### src/rtl/delay_timer.sv
// Programmable delay timer: on a start_shifting rise, captures a 4-bit delay
// serially (MSB first), then counts (delay+1) units and holds done until ack.
module delay_timer #(
    parameter int unsigned CYCLES_PER_UNIT = 1000
) (
    input  logic       clk,
    input  logic       reset,
    input  logic       start_shifting,
    input  logic       data,
    input  logic       ack,
    output logic [3:0] count,
    output logic       counting,
    output logic       done
);

    localparam int unsigned UW = (CYCLES_PER_UNIT > 1) ? $clog2(CYCLES_PER_UNIT) : 1;
    localparam logic [UW-1:0] UNIT_LAST = UW'(CYCLES_PER_UNIT - 1);

    typedef enum logic [1:0] {
        S_IDLE,
        S_SHIFT,
        S_COUNT,
        S_DONE
    } state_e;

    state_e          state_q, state_d;
    logic            ss_q;
    logic [2:0]      delay_q, delay_d;
    logic [1:0]      bit_cnt_q, bit_cnt_d;
    logic [UW-1:0]   unit_q, unit_d;
    logic [3:0]      count_q, count_d;
    logic            trigger;

    assign trigger = start_shifting & ~ss_q;

    always_ff @(posedge clk or negedge reset) begin
        if (!reset) begin
            state_q   <= S_IDLE;
            ss_q      <= 1'b0;
            delay_q   <= '0;
            bit_cnt_q <= '0;
            unit_q    <= '0;
            count_q   <= '0;
        end else begin
            state_q   <= state_d;
            ss_q      <= start_shifting;
            delay_q   <= delay_d;
            bit_cnt_q <= bit_cnt_d;
            unit_q    <= unit_d;
            count_q   <= count_d;
        end
    end

    always_comb begin
        state_d   = state_q;
        delay_d   = delay_q;
        bit_cnt_d = bit_cnt_q;
        unit_d    = unit_q;
        count_d   = count_q;
        unique case (state_q)
            S_IDLE: begin
                if (trigger) begin
                    delay_d   = {2'b00, data};
                    bit_cnt_d = 2'd1;
                    state_d   = S_SHIFT;
                end
            end
            S_SHIFT: begin
                // Only the first three bits are held; the 4th goes straight into count.
                delay_d   = {delay_q[1:0], data};
                bit_cnt_d = bit_cnt_q + 2'd1;
                if (bit_cnt_q == 2'd3) begin
                    count_d = {delay_q, data};
                    unit_d  = '0;
                    state_d = S_COUNT;
                end
            end
            S_COUNT: begin
                unit_d = unit_q + UW'(1);
                if (unit_q == UNIT_LAST) begin
                    unit_d = '0;
                    if (count_q == 4'd0) begin
                        state_d = S_DONE;
                    end else begin
                        count_d = count_q - 4'd1;
                    end
                end
            end
            S_DONE: begin
                if (ack) begin
                    state_d = S_IDLE;
                end
            end
            default: state_d = S_IDLE;
        endcase
    end

    assign counting = (state_q == S_COUNT);
    assign done     = (state_q == S_DONE);
    assign count    = counting ? count_q : 4'd0;

endmodule
### config.mk
export PLATFORM = sky130hd
export DESIGN_NAME = delay_timer
export DESIGN_NICKNAME = d
export VERILOG_FILES = /design/src/rtl/delay_timer.sv
export SDC_FILE = /design/constraint.sdc
export NUM_CORES = 1
export LEC_CHECK = 0
export BUFFER_PORTS_ARGS = -buffer_cell sky130_fd_sc_hd__buf_2
export CAP_MARGIN = 20
export CORE_MARGIN = 2
export CORE_UTILIZATION = 38
export DETAILED_ROUTE_END_ITERATION = 7
export PLACE_DENSITY = 0.56
export SYNTH_ARGS = -nofsm -noshare
export SYNTH_HDL_FRONTEND = slang
export SYNTH_SLANG_ARGS = --single-unit
### constraint.sdc
create_clock -name clk -period 2.63 [get_ports clk]
set_input_delay 0.1315 -clock clk [delete_from_list [all_inputs] [get_ports clk]]
set_output_delay 0.1315 -clock clk [all_outputs]
set_load 0.005 [all_outputs]
After elaboration in Yosys (flattened, before gate mapping). Index checks and enable logic that the tools add are counted.

Reductions and logical operators: 8. Bitwise logic cells: 2. Mux-type cells: 17. Equality and inequality tests: 11. Add/subtract/negate cells: 3.

Operators with widths (count): $mux 10 (2); $pmux 10 s2 (1); $mux 4 (4); $add 10x1->10 const B (1); $eq 10x10->1 const B (1); $mux 2 (5); $ne 2x2->1 const B (4); $pmux 2 s4 (1); $pmux 4 s2 (1); $eq 2x2->1 const B (3); $pmux 3 s2 (1); $reduce_and 5->1 (1); $logic_not 4->1 (1); $ne 2x1->1 const B (2); $pmux 2 s2 (1); $reduce_and 2->1 (2); $reduce_and 4->1 (1); $reduce_bool 2->1 (2); $sub 4x1->4 const B (1); $mux 3 (1); $add 2x1->2 const B (1); $eq 2x1->1 const B (1); $logic_not 2->1 (1); $and 1x1->1 (1); $not 1->1 (1).

Word-level logic and storage cells: 47. Output and inout bits: 6. Register bits: 22.

Logic depth before layout (Yosys ltp).
Word-level depth: 4. Gate-level depth with buffers: 7.

Least setup slack after synthesis. OpenSTA, ideal clock, no wires.

Path type: reg-to-reg. Start: reg count_q[0]. End: reg state_q[1]. Data required time: 2.502 ns. Setup slack: 0.812 ns. Data arrival time: 1.691 ns. Path buffers: 0. Clock period less this slack: 1.818 ns. Cell stages (with the launch flop): 7. Cells stage by stage: dfrtp_1 inv_1 ha_1 or3b_1 o41ai_1 nor2b_1 mux2_1.

Cells in the longest elaborated chain, start to end: 3.

Ends and longest elaborated chain: start: declaration (RTL line 31) `logic [3:0] count_q, count_d;`; start signal: assignment (RTL line 50) `count_q <= count_d;`; $logic_not 4->1 (RTL line 82) `if (count_q == 4'd0) begin`; $ne 2x1->1 (no source line); $reduce_and 5->1 (no source line); end signal: assignment (RTL line 45) `state_q <= state_d;`; end: declaration (RTL line 26) `state_e state_q, state_d;`.

No other way between the ends. A chain may end at the register's enable or synchronous reset.

Worst setup path after layout.
Start: reg count_q[0]. End: reg count_q[2].

Cells in the longest elaborated chain, start to end: 4. Elaborated cells between the ends (all ways): 7. Those cells by class: add/sub: 1; eq/ne: 1; mux: 3; reduce/logical: 2.

Ends and longest elaborated chain: $sub 4x1->4 (RTL line 85) `count_d = count_q - 4'd1;`; $mux 4 (RTL line 82); $mux 4 (RTL line 80) `if (unit_q == UNIT_LAST) begin`; $pmux 4 s2 (RTL line 60) `unique case (state_q)`.

Several ways; a longest one is shown, not always the timed one. The select of a mux whose other input is x is not followed.

==> results.py <==
metrics = {
    "yosys": {
        "yosysSeqAreaShare": 0.422,
        "synth_seq_cells": 22,
        "syn-cell-area_sq_um": 1300,
        "ys_warn_count": 0,
        "synth_ff_type": "dfrtp_1",
        "ys_types": 41,
        "synth_nets": 144,
        "yosysTopAreaCellShare": 0.422,
        "synth.avg_cell_area_sq_um": 9.95,
        "synth.most_common_cell": "dfrtp_1",
        "ys_async_sr_fraction": 1.00,
        "yosysTopAreaCell": "dfrtp_1",
        "synth_edf_count": 0,
        "synth_area_leaders": "dfrtp_1 (42%), ha_1 (7.7%), xor2_1 (4.0%)",
        "synth_cells": 131,
        "synth_common_cells": "dfrtp_1 (22), nand2_1 (10), inv_1 (9), nor2_1 (9), ha_1 (8)",
    },
    "layout": {
        "fillCellCount": 357,
        "diodes": 0,
        "syn_to_final_growth_pct": 13.7,
        "final_cells": 191,
        "final_nets": 159,
        "utilization": 0.448,
        "drive_gt1_frac": 0.152,
    },
    "critical_path": {
        "path_cells": "inv_1 > ha_1 > or3b_1 > or4b_1 > o211a_1 > nor3_2",
        "crit_type": "flop to flop",
        "startpoint": "count_q[0]",
        "crit_required_ns": 2.87,
        "path_max_fanout": 8,
        "critPathSlowestCell": "or4b_1",
        "endpoint_kind": "flop",
        "crit_path_start_kind": "flop",
        "r2r-start": "count_q[0]",
        "slowest_delay_ns": 0.59,
        "worstPathArrival_ns": 2.28,
    },
    "global_route": {
        "grt_util_all_layers": 0.140,
        "antenna_found_initial": 0,
        "grt_pass1_vias": 961,
        "overflow": 0,
        "grt_pass1_wl_microns": 4360,
        "grt_max_degree": 23,
    },
    "drt": {
        "post-route-drc-count": 0,
        "wire_per_inst_microns": 13.4,
        "routed.top_layer": "met4",
        "wl_met3_microns": 54,
        "vias_per_cell": 5.38,
        "drt.antenna.violating_nets": 0,
        "drt_first_pass_iters": 4,
        "wl_met2_microns": 1220,
        "dr_total_vias": 1027,
        "wl_microns": 2550,
        "drt-met1-wl_microns": 1220,
        "dr.first_iter.drc_count": 35,
    },
    "clock_network": {
        "cts_tree": "yes",
        "clk_path_buf_depth": 2,
        "clock_latency_ns": 0.32,
        "cts.repair.resized": 0,
        "htree_levels": 1,
        "clkSlewWorstSetupHoldPaths_ns": 0.13,
        "cts.sinks": 22,
        "ctsRootBufferMaster": "clkbuf_4",
        "numCtsBuffers": 3,
    },
    "timing": {
        "rsz0062_at_grt": "no",
        "drv_slew": 0,
        "timing.final.ws_setup_ns": 0.594,
        "fin_skew_ns": 0.0106,
        "fin_crit_ns": 2.04,
        "setup_viol": 0,
        "hold_violations": 0,
        "finalCritPeriodShare": 0.774,
        "whs_ns": 0.0559,
        "setup_tns_ns": 0,
        "maxSlewHeadroom": 0.621,
        "max_freq_ghz": 0.491,
        "worst_pin_slew_ns": 0.569,
    },
    "worst_hold_path": {
        "worstHoldStart": "data",
        "min_path_type": "input pin to flop",
    },
    "power": {
        "irDropWorstVdd_mv": 0.369,
        "seq_power_share": 0.356,
        "clkPwrFrac": 0.167,
        "switching_share": 0.400,
        "internal_power_uw": 937,
        "leakage_uw": 0.000681,
        "switchingPower_uw": 624,
        "pwr-share-comb": 0.477,
        "p_per_area_nw_per_um2": 1050,
    },
    "place": {
        "pre_cts_ws_ns": 0.588,
        "portBuffers": 10,
        "dp_cells": 185,
        "gp_congestion": 0.788,
        "dpl.hpwl_microns": 1890,
    },
    "outcome": {
        "status": "complete, no violations",
    },
    "floorplan": {
        "core_sq_um": 3310,
        "dieArea_sq_um": 3920,
        "floorplan.initialDensity": 0.394,
        "rows": 21,
        "die_h_microns": 62.6,
        "num_io_pins": 11,
        "chipWidth_microns": 62.6,
    },
    "run": {
        "maxCapViolCount": 0,
    },
}
==> metrics by stage <==
| step | cell area, sq um | total power, uW |
|---|---|---|
| final | 1480 | 1560 |
| after floorplan | 1300 | 1090 |
| after CTS | 1480 | 1580 |
| after global placement | 1410 | 1290 |
| after detailed placement | 1410 | 1310 |
| after global routing | 1480 | 1710 |
==> power by group through the flow <==
stage / combinational, uW / clock, uW / sequential [uW]
after floorplan: 556 / 0 / 532
after global placement: 735 / 0 / 558
after detailed placement: 749 / 0 / 562
after CTS: 755 / 269 / 554
after global routing: 849 / 288 / 572
final: 745 / 260 / 556
==> worst paths after layout <==
| path | to | slack (ns) | depth (start not counted) |
|---|---|---|---|
| max in group asynchronous | unit_q[3] | 1.99 | 2 |
| worst min register to register | bit_cnt_q[0] | 0.49 | 1 |
| worst min-delay path | delay_q[0] | 0.06 | 2 |
| worst max register to register | count_q[2] | 0.59 | 6 |
| worst max-delay path | count_q[2] | 0.59 | 6 |
| min in group asynchronous | bit_cnt_q[0] | 0.29 | 2 |
==> cell type report <==
cell class | instances | area, sq um | area share
clock buffers | 3 | 22.5 | 0.0152
multi-input cells | 96 | 703 | 0.474
repair buffers | 14 | 85.1 | 0.0574
well taps | 46 | 57.6 | 0.0388
clock inverters | 1 | 30.0 | 0.0203
inverters | 9 | 33.8 | 0.0228
flip-flops and latches | 22 | 551 | 0.371
==> registers in the layout, summed over array words and instances (netlist names) <==
name	count
bit_cnt_q	2
state_q	2
count_q	4
unit_q	10
delay_q	3
ss_q	1
==> critical path: cells and delay by family (launching register included) <==
family / cells / cell delay, ns
adder cells (fa/ha/maj): 1 / 0.21
AO/OA/AOI/OAI: 1 / 0.27
AND/OR/NAND/NOR: 3 / 0.90
flip-flops: 1 / 0.50
buffers and inverters: 1 / 0.08
==> layout by cell type (no fill, tap or decap), types with 2 or more instances in the layout <==
| cell type | count |
|---|---|
| o21ai_1 | 2 |
| or3b_1 | 2 |
| mux2i_1 | 3 |
| or3_1 | 2 |
| nor4b_1 | 2 |
| nand3_1 | 4 |
| buf_4 | 2 |
| dfrtp_1 | 22 |
| mux2_2 | 2 |
| a22o_1 | 4 |
| a21oi_1 | 4 |
| and2_1 | 5 |
| nand2_1 | 10 |
| nor2_1 | 9 |
| nand2b_1 | 3 |
| o32ai_1 | 2 |
| inv_1 | 9 |
| clkbuf_4 | 3 |
| nor2b_1 | 2 |
| o21ai_0 | 2 |
| ha_1 | 8 |
| dlygate4sd3_1 | 2 |
| xor2_1 | 6 |
| buf_2 | 10 |
| nand4_1 | 6 |
==> per-layer routing <==
layer  GRT usage  vias up
li1            -      514
met1       0.185      497
met3      0.0180        5
met5           0        -
met2       0.227       11
met4      0.0667        0
==> what timing repair did <==
item                                   in CTS  in global routing
setup buffers                               0                  0
endpoints found under the hold margin      23                  0
hold buffers                                2                  0
==> logic make-up (layout without fill, tap and decap cells) <==
logic type | Yosys count | in the layout | share of synthesized area
AND/OR/NAND/NOR | 51 | 51 | 0.229
AO/OA/AOI/OAI | 24 | 24 | 0.137
XOR/XNOR | 7 | 7 | 0.0470
adder cells (fa/ha/maj) | 8 | 8 | 0.0768
multiplexers | 6 | 6 | 0.0489
buffers and inverters | 13 | 27 | 0.0384
flip-flops | 22 | 22 | 0.422
(Power assumes the default switching activity.)
